**config.mk**
```make
export PLATFORM = sky130hd
export DESIGN_NAME = pulse_train_seq
export DESIGN_NICKNAME = d
export VERILOG_FILES = /design/src/rtl/pulse_train_seq.sv
export SDC_FILE = /design/constraint.sdc
export NUM_CORES = 1
export LEC_CHECK = 0
export ABC_AREA = 0
export CORE_UTILIZATION = 50
export CTS_CLUSTER_DIAMETER = 30
export DETAILED_ROUTE_END_ITERATION = 10
export GPL_TIMING_DRIVEN = 0
export HOLD_SLACK_MARGIN = 0.1
export PLACE_DENSITY = 0.82
export SETUP_SLACK_MARGIN = 0.2
export SKIP_CTS_REPAIR_TIMING = 1
export SLEW_MARGIN = 20
export SYNTH_ARGS = -nofsm -noshare
export SYNTH_HDL_FRONTEND = slang
export SYNTH_SLANG_ARGS = --single-unit
```
**constraint.sdc**
```tcl
create_clock -name clk -period 5.27 [get_ports clk]
set_input_delay 0.7905 -clock clk [delete_from_list [all_inputs] [get_ports clk]]
set_output_delay 0.7905 -clock clk [all_outputs]
set_load 0.005 [all_outputs]
```
**src/rtl/pulse_train_seq.sv**
```systemverilog
// pulse_train_seq: runs a train of bias/pulse/ADC shots for one decoded
// measurement command, with switch settle time, programmable inter-shot gap,
// abort and shot indexing.
//
// Optional feature macro: SEQ_WDOG_EN
//   defined     -> per-shot watchdog in WAIT_DONE; expiry behaves as an abort
//                  and sets the sticky err_timeout flag.
//   not defined -> no watchdog counter, err_timeout tied to 0.
//
// Ports:
//   clk, rst_n          clock, synchronous active-low reset
//   cmd_valid/cmd_ready command handshake (ready only in IDLE)
//   cmd_sw/rep/gap/wid  command fields (rep 0 treated as 1)
//   abort               terminate the running sequence
//   pulse_done          done pulse from the input-DAC engine
//   sw                  registered switch-matrix drive
//   wid_q, bias_wid     latched pulse width and width+1 (no wrap)
//   bias_start, pulse_start, ad_start   one-cycle engine strobes
//   pulse_idx           0-based index of the current shot
//   busy                high whenever not IDLE
//   seq_done, aborted   one-cycle completion / abort pulses
//   err_timeout         sticky watchdog flag
module pulse_train_seq #(
    parameter int unsigned SW_W               = 9,
    parameter logic [SW_W-1:0] SW_IDLE        = SW_W'(9'b1_0000_0000),
    parameter int unsigned REP_W              = 8,
    parameter int unsigned GAP_W              = 16,
    parameter int unsigned WID_W              = 32,
    parameter int unsigned SW_SETTLE          = 4,
    parameter int unsigned WDOG_CYC           = 2**24 - 1
) (
    input  logic               clk,
    input  logic               rst_n,
    input  logic               cmd_valid,
    output logic               cmd_ready,
    input  logic [SW_W-1:0]    cmd_sw,
    input  logic [REP_W-1:0]   cmd_rep,
    input  logic [GAP_W-1:0]   cmd_gap,
    input  logic [WID_W-1:0]   cmd_wid,
    input  logic               abort,
    input  logic               pulse_done,
    output logic [SW_W-1:0]    sw,
    output logic [WID_W-1:0]   wid_q,
    output logic [WID_W:0]     bias_wid,
    output logic               bias_start,
    output logic               pulse_start,
    output logic               ad_start,
    output logic [REP_W-1:0]   pulse_idx,
    output logic               busy,
    output logic               seq_done,
    output logic               aborted,
    output logic               err_timeout
);

    // A zero settle time still spends one cycle in SETTLE.
    localparam int unsigned SETTLE_CYC = (SW_SETTLE == 0) ? 1 : SW_SETTLE;
    localparam int unsigned SET_W      = $clog2(SETTLE_CYC + 1);

    typedef enum logic [2:0] {
        S_IDLE,
        S_SETTLE,
        S_BIAS,
        S_PULSE,
        S_WAIT,
        S_GAP,
        S_FINISH
    } state_t;

    state_t             state;
    logic [SET_W-1:0]   set_cnt;
    logic [GAP_W-1:0]   gap_cnt;
    logic [GAP_W-1:0]   gap_q;
    logic [REP_W-1:0]   rep_eff;
    logic               timeout_c;

    // A zero watchdog period can never be met by any shot.
    if (WDOG_CYC == 0) begin : g_bad_wdog
        $error("pulse_train_seq: WDOG_CYC must be non-zero");
    end

`ifdef SEQ_WDOG_EN
    localparam int unsigned WD_W = $clog2(WDOG_CYC + 1);
    logic [WD_W-1:0] wdog_cnt;

    // Fires on the last WAIT_DONE cycle of the allowed window.
    assign timeout_c = (state == S_WAIT) && !pulse_done &&
                       (wdog_cnt == WD_W'(WDOG_CYC - 1));
`else
    assign timeout_c   = 1'b0;
    assign err_timeout = 1'b0;
`endif

    // Sequencer state, counters and registered outputs.
    always_ff @(posedge clk) begin
        if (!rst_n) begin
            state       <= S_IDLE;
            set_cnt     <= '0;
            gap_cnt     <= '0;
            gap_q       <= '0;
            rep_eff     <= REP_W'(1);
            sw          <= SW_IDLE;
            wid_q       <= '0;
            bias_wid    <= (WID_W+1)'(1);
            bias_start  <= 1'b0;
            pulse_start <= 1'b0;
            ad_start    <= 1'b0;
            pulse_idx   <= '0;
            busy        <= 1'b0;
            cmd_ready   <= 1'b1;
            seq_done    <= 1'b0;
            aborted     <= 1'b0;
`ifdef SEQ_WDOG_EN
            wdog_cnt    <= '0;
            err_timeout <= 1'b0;
`endif
        end else begin
            bias_start  <= 1'b0;
            pulse_start <= 1'b0;
            ad_start    <= 1'b0;
            seq_done    <= 1'b0;
            aborted     <= 1'b0;

            // Abort (or watchdog expiry) outranks every state action.
            if ((state != S_IDLE) && (abort || timeout_c)) begin
                state     <= S_IDLE;
                sw        <= SW_IDLE;
                aborted   <= 1'b1;
                busy      <= 1'b0;
                cmd_ready <= 1'b1;
`ifdef SEQ_WDOG_EN
                if (timeout_c) begin
                    err_timeout <= 1'b1;
                end
`endif
            end else begin
                unique case (state)
                    S_IDLE: begin
                        if (cmd_valid) begin
                            state     <= S_SETTLE;
                            set_cnt   <= '0;
                            sw        <= cmd_sw;
                            wid_q     <= cmd_wid;
                            bias_wid  <= {1'b0, cmd_wid} + (WID_W+1)'(1);
                            gap_q     <= cmd_gap;
                            rep_eff   <= (cmd_rep == '0) ? REP_W'(1) : cmd_rep;
                            pulse_idx <= '0;
                            busy      <= 1'b1;
                            cmd_ready <= 1'b0;
`ifdef SEQ_WDOG_EN
                            err_timeout <= 1'b0;
`endif
                        end
                    end

                    S_SETTLE: begin
                        if (set_cnt == SET_W'(SETTLE_CYC - 1)) begin
                            state      <= S_BIAS;
                            bias_start <= 1'b1;
                        end else begin
                            set_cnt <= set_cnt + SET_W'(1);
                        end
                    end

                    S_BIAS: begin
                        state       <= S_PULSE;
                        pulse_start <= 1'b1;
                        ad_start    <= 1'b1;
                    end

                    S_PULSE: begin
                        state <= S_WAIT;
`ifdef SEQ_WDOG_EN
                        wdog_cnt <= '0;
`endif
                    end

                    S_WAIT: begin
                        if (pulse_done) begin
                            if ((pulse_idx + REP_W'(1)) == rep_eff) begin
                                state    <= S_FINISH;
                                seq_done <= 1'b1;
                            end else begin
                                pulse_idx <= pulse_idx + REP_W'(1);
                                if (gap_q == '0) begin
                                    state      <= S_BIAS;
                                    bias_start <= 1'b1;
                                end else begin
                                    state   <= S_GAP;
                                    gap_cnt <= '0;
                                end
                            end
                        end
`ifdef SEQ_WDOG_EN
                        else begin
                            wdog_cnt <= wdog_cnt + WD_W'(1);
                        end
`endif
                    end

                    S_GAP: begin
                        if (gap_cnt == (gap_q - GAP_W'(1))) begin
                            state      <= S_BIAS;
                            bias_start <= 1'b1;
                        end else begin
                            gap_cnt <= gap_cnt + GAP_W'(1);
                        end
                    end

                    S_FINISH: begin
                        state     <= S_IDLE;
                        sw        <= SW_IDLE;
                        busy      <= 1'b0;
                        cmd_ready <= 1'b1;
                    end

                    default: begin
                        state     <= S_IDLE;
                        sw        <= SW_IDLE;
                        busy      <= 1'b0;
                        cmd_ready <= 1'b1;
                    end
                endcase
            end
        end
    end

endmodule

```
After elaboration in Yosys (flattened, before gate mapping)
Index checks and enable logic that the tools add are counted.
{ "totals": {"elab_cells": 93, "inputBits": 70, "output_inout_bits": 90, "reg_bits": 134} }
{ "classes": {"reduce_logical": 17, "muxes": 35, "bitwise": 5, "eq_ne": 16, "add_sub_neg": 5} }
{ "ops": {"columns": ["op", "n"], "rows": [
  ["2-to-1 mux 16 bit", 4],
  ["adder 32 x 1 -> 33 bit (second input constant)", 1],
  ["2-to-1 mux 8 bit", 4],
  ["one-hot mux 16 bit (2 select lines)", 1],
  ["2-to-1 mux 3 bit", 8],
  ["one-hot mux 3 bit (6 select lines)", 1],
  ["one-hot mux 9 bit (2 select lines)", 1],
  ["adder 16 x 1 -> 16 bit (second input constant)", 1],
  ["== test 16 bit", 1],
  ["logical NOT 16 bit", 1],
  ["inequality test 2 bit (second input constant)", 8],
  ["one-hot mux 8 bit (2 select lines)", 1],
  ["subtractor 16 x 1 -> 16 bit (second input constant)", 1],
  ["2-to-1 mux 1 bit", 10],
  ["== test 3 x 2 -> 1 bit (second input constant)", 3],
  ["2-to-1 mux 9 bit", 1],
  ["adder 8 x 1 -> 8 bit (second input constant)", 1],
  ["== test 8 bit", 1],
  ["logical NOT 8 bit", 1],
  ["AND reduction 4 bit", 2],
  ["== test 3 bit (second input constant)", 2],
  ["one-hot mux 3 bit (2 select lines)", 1],
  ["AND reduction 6 bit", 1],
  ["nonzero test 2 bit", 3],
  ["other kinds (14)", 19]
]} }

Depth between registers and ports, before layout
Gate-level depths: netlist of run 1.
{ "depth": {"word_depth": 5, "ltp_mapped": 11, "mapped_depth_nobuf": 10} }

Least setup slack after synthesis of run 1
OpenSTA, ideal clock, no wires.
{ "synth_path": {"kind": "register to register", "start": "register gap_q[2]", "end": "register bias_start", "synth_period_minus_slack_ns": 2.912, "setup_ns": 0.100, "required_time_ns": 5.170, "arrival_ns": 2.813, "setup_slack_ns": 2.358, "n_path_buf": 2, "stages_incl_launch_ff": 11, "cell_sequence": "dfxtp_1 buf_6 or4_4 buf_6 nor3_2 xnor2_1 a2111o_1 nor4_4 nand2_2 o221a_2 a2111oi_4"} }
{ "synth_between": {"elab_chain_len": 5, "elab_cells_between_ends": 8, "cone_classes": "add/sub (1); eq/ne (1); mux (5); reduce/logical (1)"} }
{ "synth_lines": {"columns": ["element", "line_no", "rtl"], "rows": [
  ["from (decl)", "72", "logic [GAP_W-1:0] gap_q;"],
  ["from (signal assigned)", "144", "gap_q <= cmd_gap;"],
  ["branches (longest 4 deep; another with subtractor 16 x 1 -> 16 bit)", null, null],
  ["one-hot mux 1 bit (3 select lines) *", "136", "unique case (state)"],
  ["to (signal assigned)", "158", "bias_start <= 1'b1;"],
  ["to (signal assigned)", "186", "bias_start <= 1'b1;"],
  ["to (signal assigned)", "203", "bias_start <= 1'b1;"],
  ["to (decl)", "45", "output logic bias_start,"]
]} }
Mark *: on every way between the ends.
A chain may end at the register's enable or synchronous reset.

Final worst setup path of run 1
{ "layout_path": {"start": "register gap_q[0]", "end": "register gap_cnt[14]"} }
{ "layout_between": {"elab_chain_len": 4, "elab_cells_between_ends": 6, "cone_classes": "add/sub (1); eq/ne (3); reduce/logical (2)"} }
{ "layout_lines": {"columns": ["element", "line_no", "rtl"], "rows": [
  ["subtractor 16 x 1 -> 16 bit", "201", "if (gap_cnt == (gap_q - GAP_W'(1))) begin"],
  ["== test 16 bit", "201", null],
  ["inequality test 2 bit (no source line)", null, null],
  ["AND reduction 6 bit (no source line) *", null, null],
  ["to (signal assigned)", "205", "gap_cnt <= gap_cnt + GAP_W'(1);"],
  ["to (decl)", "71", "logic [GAP_W-1:0] gap_cnt;"]
]} }
Every way passes the cells marked *; elsewhere a longest branch is shown, timed or not.

==> flow_metrics.tcl, run 1 <==
set metrics [dict create \
    synth_ff_type "dfxtp_1" \
    p_leak_nw 3.15 \
    cts.sinks 134 \
    synth-edff-count 0 \
    grt_setup_unrepaired "no" \
    postRouteAntennaNets 0 \
    tightest_slew_ps 664 \
    area_growth_pct 35.6 \
    slowest_stage "nor3b_1" \
    drc_errors 0 \
    max_clock_freq_ghz 0.299 \
    worst-path-buf-inv 2 \
    maxCapViolations 0 \
    regArea_um2 2680 \
    vias_per_cell 5.62 \
    async_flop_share_pct 0 \
    grt_overflow 0 \
    cp_common_cell "a21oi_1" \
    grt_pass1_vias 6442 \
    yosys_warnings 0 \
    peakVddDrop_uv 243 \
    crit_chain "inv_1 > ha_1 > nor3b_1 > a21oi_1 > a31o_1 > a2111o_1 > nor4_4 > nand3_1 > buf_2 > a21oi_1 > o21a_1" \
    gr-usage-all-layers_pct 29.7 \
    worstPathMaxFanout 10 \
    finalHoldViolations 0 \
    dp_hpwl_um 14400 \
    drtIter0Drc 449 \
    cts_root_buffer "clkbuf_16" \
    crit_required_ps 5630 \
    ios 160 \
    synthCells 842 \
    numCtsBuffers 17 \
    power.density_nw_per_um2 390 \
    period_share_pct 63.5 \
    startpoint_type "flip-flop" \
    diodes 0 \
    start_util_pct 51.7 \
    place_area_um2 8410 \
    routed-wl-met2_um 9740 \
    drt-total-wl_um 19700 \
    grt_max_degree 17 \
    wl_met3_um 1700 \
    synth_area_per_cell_um2 7.85 \
    design_area_um2 8960 \
    ys_seq_elements 134 \
    cts_max_level 4 \
    die_h_um 117 \
    drt-met1-wl_um 7890 \
    finalMaxSlewViolations 0 \
    max-slew-margin-rel_pct 55.8 \
    nets 1096 \
    io_buffers 158 \
    dp_worst_setup_slack_ps 1960 \
    arrival_ps 3700 \
    netlist_area_um2 6610 \
    cts_tree "done" \
    hp-class "flip-flop to flip-flop" \
    rows 41 \
    endpoint_kind "flip-flop" \
    routed.top_layer "met4" \
    setup_ws_ps 1930 \
    period_minus_slack_ps 3340 \
    clkLatencyLatePin_ps 420 \
    routabilityCongestion 0.890 \
    clock_tree.buffer_depth 2 \
    multi_input_area_um2 3630 \
    slowest_delay_ps 510 \
    grt_first_pass_wirelength_um 31300 \
    syn_nets 919 \
    die-width_um 117 \
    status "finished clean" \
    path_class "flip-flop to flip-flop" \
    fillerInstances 1017 \
    wl_per_cell_um 16.4 \
    fin_tns_setup_ps 0 \
    setup_violations 0 \
    dp.cells 1172 \
    clkTransAtPathRegs_ps 60 \
    vias 6753 \
    layoutNonFillerInstCount 1201 \
    antenna_found_initial 0 \
    synth_cell_types 68 \
    ys_seq_area_share_pct 40.6 \
    critPathTopFamily "simple AND/OR/NAND/NOR gates" \
    fin_skew_ps 6.42 \
    first_pass_iters 5 \
    core_area_um2 12800 \
    drive_gt1_share_pct 4.66 \
    fp.dieArea_um2 13700 \
]
==> layer usage <==
metal | vias up | global-route usage [%]
met5 | - | 0
met4 | 0 | 10.0
li1 | 3286 | -
met3 | 34 | 10.7
met1 | 3194 | 33.0
met2 | 239 | 52.7
==> cells in the final DEF, fill, tap and decap left out, types with 4 or more instances in the layout <==
cell type / n
and2_1: 4
nand4b_1: 4
nand2_1: 172
clkbuf_8: 4
nor3b_1: 5
nor2_1: 51
or4_1: 4
nand3_1: 30
and3_1: 16
nor4_1: 9
dfxtp_1: 134
clkdlybuf4s50_1: 158
inv_1: 16
mux2i_1: 4
ha_1: 7
clkbuf_16: 17
xor2_1: 26
clkinvlp_4: 4
a21oi_1: 102
clkbuf_1: 48
or3_1: 12
xnor2_1: 29
nor3_1: 20
a31oi_1: 9
nand4_1: 13
nand2b_1: 9
nor4b_1: 4
a211oi_1: 18
o21ai_0: 23
==> cells in the mapped netlist (5+ instances only) <==
library cell  instances  share of area [%]
nand3_1              30                2.3
clkbuf_1             47                2.7
nand2_1             172                9.8
ha_1                  7                1.3
nor3_1               20                1.5
dfxtp_1             134                 41
nand4_1              13                1.2
inv_1                16               0.91
xor2_1               26                3.4
a211oi_1             18                2.0
and3_1               16                1.5
nor3b_1               5               0.57
xnor2_1              29                3.8
a31oi_1               9               0.85
o21ai_0              23                1.7
nand2b_1              9               0.85
or3_1                12                1.1
nor2_1               51                2.9
a21oi_1             102                7.7
nor4_1                9               0.85
==> path summary, 6_finish.rpt <==
check	end	start	depth (start not counted)	slack, ps
min	wid_q[28]	wid_q[28]	2	450
max reg2reg	gap_cnt[14]	gap_q[0]	11	1930
min reg2reg	wid_q[28]	wid_q[28]	2	450
max	gap_cnt[14]	gap_q[0]	11	1930
==> per-stage QoR <==
stage	hold slack, ps	total power, mW	util [%]
floorplan	432	1.89	-
global placement	443	2.35	65.8
detailed placement	446	2.37	65.8
CTS	453	3.49	70.2
global route	475	3.68	70.2
finish	455	3.49	70.2
==> worst min-delay path, cell delays in order, from the launching register on <==
cell and delay, ps:
dfxtp_1 310, nand2_1 50, a21oi_1 50
==> logic make-up after synthesis <==
group,after synthesis,synth area share (%)
DFF,134,40.6
other,1,0.0567
and+or+nand+nor,376,27.7
xor gates and xnor gates,55,7.29
AOI/OAI and AO/OA,191,17.7
muxes,5,0.776
adders and majority gates,7,1.33
buffers and inverters,73,4.52
==> layout make-up <==
class                           count  share of cell area (%)
Clock buffer                       22                    5.40
Inverter                           18                   0.754
Timing Repair Buffer              158                    17.6
Sequential cell                   134                    29.9
Clock inverter                      7                   0.824
Tap cell                          172                    2.40
Buffer                             55                    2.58
Multi-Input combinational cell    635                    40.5
==> report_power, final <==
group | internal [mW] | switching, mW
registers | 1.16 | 0.107
logic | 0.504 | 0.596
clock network | 0.690 | 0.434
==> sequential cells by signal, indices dropped and copies added, names as in the netlist, 3 cells and up <==
name       cells
wid_q         32
gap_cnt       16
set_cnt        3
bias_wid      33
pulse_idx      8
gap_q         16
state          3
sw             9
rep_eff        8
(Power assumes the default switching activity.)
==> run 2: changes to the inputs <==
--- a/config.mk
+++ b/config.mk
@@ -6,12 +6,12 @@
 export NUM_CORES = 1
 export LEC_CHECK = 0
 export ABC_AREA = 0
-export CORE_UTILIZATION = 50
+export CORE_UTILIZATION = 45
 export CTS_CLUSTER_DIAMETER = 30
 export DETAILED_ROUTE_END_ITERATION = 10
 export GPL_TIMING_DRIVEN = 0
 export HOLD_SLACK_MARGIN = 0.1
-export PLACE_DENSITY = 0.82
+export PLACE_DENSITY = 0.78
 export SETUP_SLACK_MARGIN = 0.2
 export SKIP_CTS_REPAIR_TIMING = 1
 export SLEW_MARGIN = 20
==> constraint.sdc (replaced) <==
create_clock -name clk -period 2.82 [get_ports clk]
set_input_delay 0.423 -clock clk [delete_from_list [all_inputs] [get_ports clk]]
set_output_delay 0.423 -clock clk [all_outputs]
set_load 0.005 [all_outputs]
==> run 2 against run 1 <==
- the flow now finishes with violations (negative setup slack)
- wire length up 2.8%
- first-iteration DRC count up 16%
- non-clock buffer count up 17
- via count up 0.93%
- register-to-register slack worse by 2100 ps
- design area up 5.0%
- combinational power up 96%
- global-route usage down 2.8 points
- clock skew up 13 ps
- maximum frequency up 13%
- clock power up 100%
- sequential cell count unchanged
- critical path type unchanged
- largest power group unchanged
==> flow_metrics.tcl, run 2 (synthesized netlist as in run 1, its figures left out) <==
set metrics [dict create \
    status "finished with violations" \
    violations "negative setup slack" \
    crit_required_ps 3140 \
    start_util_pct 46.9 \
    diodes 0 \
    startpoint_type "flip-flop" \
    vias 6816 \
    grt_pass1_vias 6367 \
    fp.dieArea_um2 15200 \
    hp-class "flip-flop to flip-flop" \
    grt_overflow 0 \
    drtIter0Drc 520 \
    tightest_slew_ps 666 \
    fillerInstances 1186 \
    core_area_um2 14100 \
    first_pass_iters 5 \
    numCtsBuffers 17 \
    die-width_um 123 \
    power.density_nw_per_um2 722 \
    cts_tree "done" \
    vias_per_cell 5.56 \
    drive_gt1_share_pct 9.93 \
    r2r_slack_ps -130 \
    maxCapViolations 0 \
    reg_top3 "bias_wid x33, wid_q x32" \
    fin_skew_ps 19.8 \
    routabilityCongestion 0.935 \
    drc_errors 0 \
    clock_tree.buffer_depth 2 \
    gr-usage-all-layers_pct 26.9 \
    grt_setup_unrepaired "yes" \
    worstReg2RegEnd "gap_cnt[11]" \
    worstPathMaxFanout 7 \
    dp_hpwl_um 14700 \
    max-slew-margin-rel_pct 55.3 \
    max_flop_register "bias_wid" \
    cts_max_level 4 \
    path_class "flip-flop to flip-flop" \
    clkLatencyLatePin_ps 430 \
    clkTransAtPathRegs_ps 60 \
    peakVddDrop_uv 482 \
    arrival_ps 3270 \
    ios 160 \
    grt_first_pass_wirelength_um 31500 \
    die_h_um 123 \
    r2r_start "gap_q[5]" \
    final_common_cell "nand2_1" \
    dp_worst_setup_slack_ps -152 \
    area_growth_pct 42.4 \
    rows 43 \
    postRouteAntennaNets 0 \
    finalMaxSlewViolations 0 \
    largest_register_ffs 33 \
    setup_violations 9 \
    cts_root_buffer "clkbuf_16" \
    grt_max_degree 17 \
    period_minus_slack_ps 2950 \
    rr_worst_depth 11 \
    nets 1113 \
    drt-total-wl_um 20200 \
    finalHoldViolations 0 \
    wl_per_cell_um 16.5 \
    period_share_pct 105 \
    io_buffers 158 \
    antenna_found_initial 0 \
    endpoint_kind "flip-flop" \
    p_leak_nw 3.31 \
    design_area_um2 9410 \
    place_area_um2 8490 \
    setup.worst_path.end "gap_cnt[11]" \
    setup_ws_ps -131 \
    startpoint "gap_q[5]" \
    max_clock_freq_ghz 0.339 \
    layout_common_cells "nand2_1 (172), clkdlybuf4s50_1 (158), dfxtp_1 (127)" \
    cts.sinks 134 \
]
## run 2: metal layers
layer / up-vias / routed length (µm) / share of wire, % / GRT usage (%)
met4: 0 / 387 / 1.9 / 7.83
met5: - / 0 / 0 / 0
li1: 3328 / - / - / -
met1: 3191 / 8170 / 40 / 31.4
met3: 31 / 1900 / 9.4 / 10.0
met2: 266 / 9780 / 48 / 45.8
## run 2: worst max-delay path: stages (launching register included)
cell	delay [ps]
dfxtp_4	350
or4_4	530
buf_6	150
nor4_4	250
nor4b_4	270
a311oi_2	100
nor4_4	400
buf_4	190
nand3_4	130
buf_6	180
and3_4	150
o21a_1	160
## run 2: final cells by class
cell class	count	area, µm²	area share, %
timing repair buffer	175	1740	18.5
multi-input combinational	635	3830	40.7
sequential	134	2700	28.7
buffer	55	254	2.70
clock inverter	12	153	1.62
tap	180	225	2.39
inverter	18	67.6	0.718
clock buffer	18	439	4.67
## run 2: power breakdown
part           internal [mW]  leakage [nW]  switching [mW]
combinational          0.991          1.93            1.17
sequential              2.18          1.10           0.200
clock                   1.40         0.280           0.850
## run 2: worst min path at each step
stage	from	to	slack, ps	cells past startpoint
after global placement	wid_q[29]	wid_q[29]	440	2
final	wid_q[10]	wid_q[10]	450	2
after global routing	wid_q[27]	wid_q[27]	470	2
after CTS	wid_q[27]	wid_q[27]	450	2
after detailed placement	wid_q[27]	wid_q[27]	450	2
after floorplan	set_cnt[2]	set_cnt[2]	430	2
## run 2: metrics by stage
step | hold WS [ps] | util [%] | TNS, ps | power [mW] | std cells
floorplan | 432 | - | 0 | 3.57 | 842
global route | 466 | 66.8 | -2370 | 7.13 | 1227
global placement | 441 | 60.3 | -1210 | 4.46 | 1180
finish | 454 | 66.8 | -580 | 6.79 | 1227
CTS | 454 | 64.5 | -1690 | 6.75 | 1210
detailed placement | 446 | 60.3 | -1640 | 4.49 | 1180
==> run 3: changes to the inputs <==
--- a/config.mk
+++ b/config.mk
@@ -13,7 +13,6 @@
 export HOLD_SLACK_MARGIN = 0.1
 export PLACE_DENSITY = 0.78
 export SETUP_SLACK_MARGIN = 0.2
-export SKIP_CTS_REPAIR_TIMING = 1
 export SLEW_MARGIN = 20
 export SYNTH_ARGS = -nofsm -noshare
 export SYNTH_HDL_FRONTEND = slang
==> run 3 against run 2 <==
- the run still ends with negative setup slack left
- worst hold slack is essentially flat
- die area is the same
- setup slack gained 68 ps
- largest power group unchanged
- combinational power grew 2%
- non-clock buffer count shrank 1
- final cell count is essentially flat
- critical path type unchanged
- power grew 0.43%
- design area shrank 0.45%
- count of clock-buffer cells in the layout is the same
- maximum frequency grew 2.4%
- wire length shrank 0.36%
==> flow_metrics.tcl, run 3 (synthesized netlist as in run 1, its figures left out) <==
set metrics [dict create \
    status "finished with violations" \
    violations "negative setup slack" \
    gr-usage-all-layers_pct 27.3 \
    io_buffers 158 \
    hp-class "flip-flop to flip-flop" \
    grt_first_pass_wirelength_um 32000 \
    antenna_found_initial 0 \
    crit_cells 11 \
    vias_per_cell 5.54 \
    core_area_um2 14100 \
    grt_max_degree 17 \
    power.density_nw_per_um2 728 \
    finalMaxSlewViolations 0 \
    start_util_pct 46.9 \
    fillerInstances 1190 \
    cts_tree "done" \
    ios 160 \
    swShare_pct 32.7 \
    fin_hold_ws_ps 454 \
    worstReg2RegEnd "bias_start" \
    critPathTopFamily "simple AND/OR/NAND/NOR gates" \
    drt-total-wl_um 20200 \
    comb_power_share_pct 32.2 \
    slowest_delay_ps 500 \
    grt_setup_unrepaired "yes" \
    vias 6786 \
    maxCapViolations 0 \
    setup_violations 7 \
    crit_required_ps 3140 \
    pwr-share-clk_pct 33.0 \
    cts.sinks 134 \
    cts_max_level 4 \
    fp.dieArea_um2 15200 \
    nets 1112 \
    ctsHoldBuffers 0 \
    startpoint "gap_q[3]" \
    rr_worst_depth 11 \
    p_sw_mw 2.23 \
    setup.worst_path.end "bias_start" \
    fin_skew_ps 16.5 \
    endpoint_kind "flip-flop" \
    slowest_stage "or4_4" \
    clock_tree.buffer_depth 2 \
    period_minus_slack_ps 2880 \
    r2r_start "gap_q[3]" \
    layout_common_cells "nand2_1 (171), clkdlybuf4s50_1 (158), dfxtp_1 (128)" \
    diodes 0 \
    grt_pass1_vias 6479 \
    peakVddDrop_uv 472 \
    r2r_slack_ps -60 \
    cts_root_buffer "clkbuf_16" \
    die_h_um 123 \
    drc_errors 0 \
    grt_overflow 0 \
    p_leak_nw 3.32 \
    setup_ws_ps -63.0 \
    largest_register_ffs 33 \
    drive_gt1_share_pct 9.85 \
    period_share_pct 102 \
    tightest_slew_ps 758 \
    finalHoldViolations 0 \
    power_mw 6.82 \
    clkLatencyLatePin_ps 420 \
    worst-path-buf-inv 3 \
    clkTransAtPathRegs_ps 60 \
    layoutNonFillerInstCount 1226 \
    routabilityCongestion 0.935 \
    drtIter0Drc 467 \
    internal-power_mw 4.59 \
    numCtsBuffers 17 \
    dp.cells 1180 \
    max-slew-margin-rel_pct 49.1 \
    crit_chain "or4_4 > buf_6 > nor4_4 > nor4b_4 > a311oi_2 > buf_4 > nor4_4 > buf_4 > nand2_4 > o221a_4 > a2111oi_4" \
    dp_hpwl_um 14700 \
    reg_top3 "bias_wid x33, wid_q x32" \
    area_growth_pct 41.8 \
    max_clock_freq_ghz 0.347 \
    postRouteAntennaNets 0 \
    wl_per_cell_um 16.4 \
    die-width_um 123 \
    rows 43 \
    worstPathMaxFanout 4 \
    pwr-share-seq_pct 34.8 \
    final_common_cell "nand2_1" \
    startpoint_type "flip-flop" \
    path_class "flip-flop to flip-flop" \
    max_flop_register "bias_wid" \
    first_pass_iters 5 \
    arrival_ps 3200 \
]
run 3: how the worst min path moves through the flow:
stage               cells past startpoint    endpoint        from  slack, ps
floorplan                               2  set_cnt[2]  set_cnt[2]        430
detailed placement                      2   wid_q[27]   wid_q[27]        450
finish                                  2   wid_q[10]   wid_q[10]        450
global route                            2   wid_q[27]   wid_q[27]        470
global placement                        2   wid_q[29]   wid_q[29]        440
CTS                                     2   wid_q[27]   wid_q[27]        450
run 3: what timing repair did:
item | 4_1_cts | 5_1_grt
pin swaps | 9 | 10
endpoints found under the setup margin | 25 | 29
gates resized for setup | 27 | 16
buffers inserted | 11 | 5
run 3: metrics by stage:
stage | utilization, % | cell area, µm² | setup slack [ps] | setup TNS, ps
floorplan | - | 6690 | 165 | 0
global placement | 60.3 | 8490 | -137 | -1210
detailed placement | 60.3 | 8490 | -152 | -1640
CTS | 65.7 | 9270 | -81.5 | -174
global route | 66.5 | 9370 | -177 | -1630
finish | 66.5 | 9370 | -63.0 | -173
run 3: area by class of cell:
class	count	area, µm²	share of cell area (%)
flip-flops and latches	134	2700	28.8
multi-input cells	635	3820	40.8
repair buffers	174	1710	18.3
clock buffers	18	439	4.69
plain buffers	55	254	2.71
clock inverters	12	153	1.63
well taps	180	225	2.40
inverters	18	67.6	0.721
run 3: tightest hold or removal path, stage by stage (launching register included):
cell and delay, ps:
dfxtp_1 310, nand2_1 50, a21oi_1 50
run 3: power by group through the flow:
stage | Combinational [mW] | Sequential (mW) | Clock [mW]
final | 2.20 | 2.37 | 2.25
after global routing | 2.40 | 2.41 | 2.36
after CTS | 2.17 | 2.37 | 2.27
after detailed placement | 2.08 | 2.41 | 0
after global placement | 2.05 | 2.41 | 0
after floorplan | 1.18 | 2.39 | 0
run 3: layer usage:
| layer | share of wire (%) | vias up | global-route usage (%) |
|---|---|---|---|
| li1 | - | 3332 | - |
| met1 | 41 | 3161 | 31.5 |
| met2 | 48 | 255 | 46.7 |
| met3 | 9.0 | 38 | 10.1 |
| met4 | 2.1 | 0 | 8.28 |
| met5 | 0 | - | 0 |
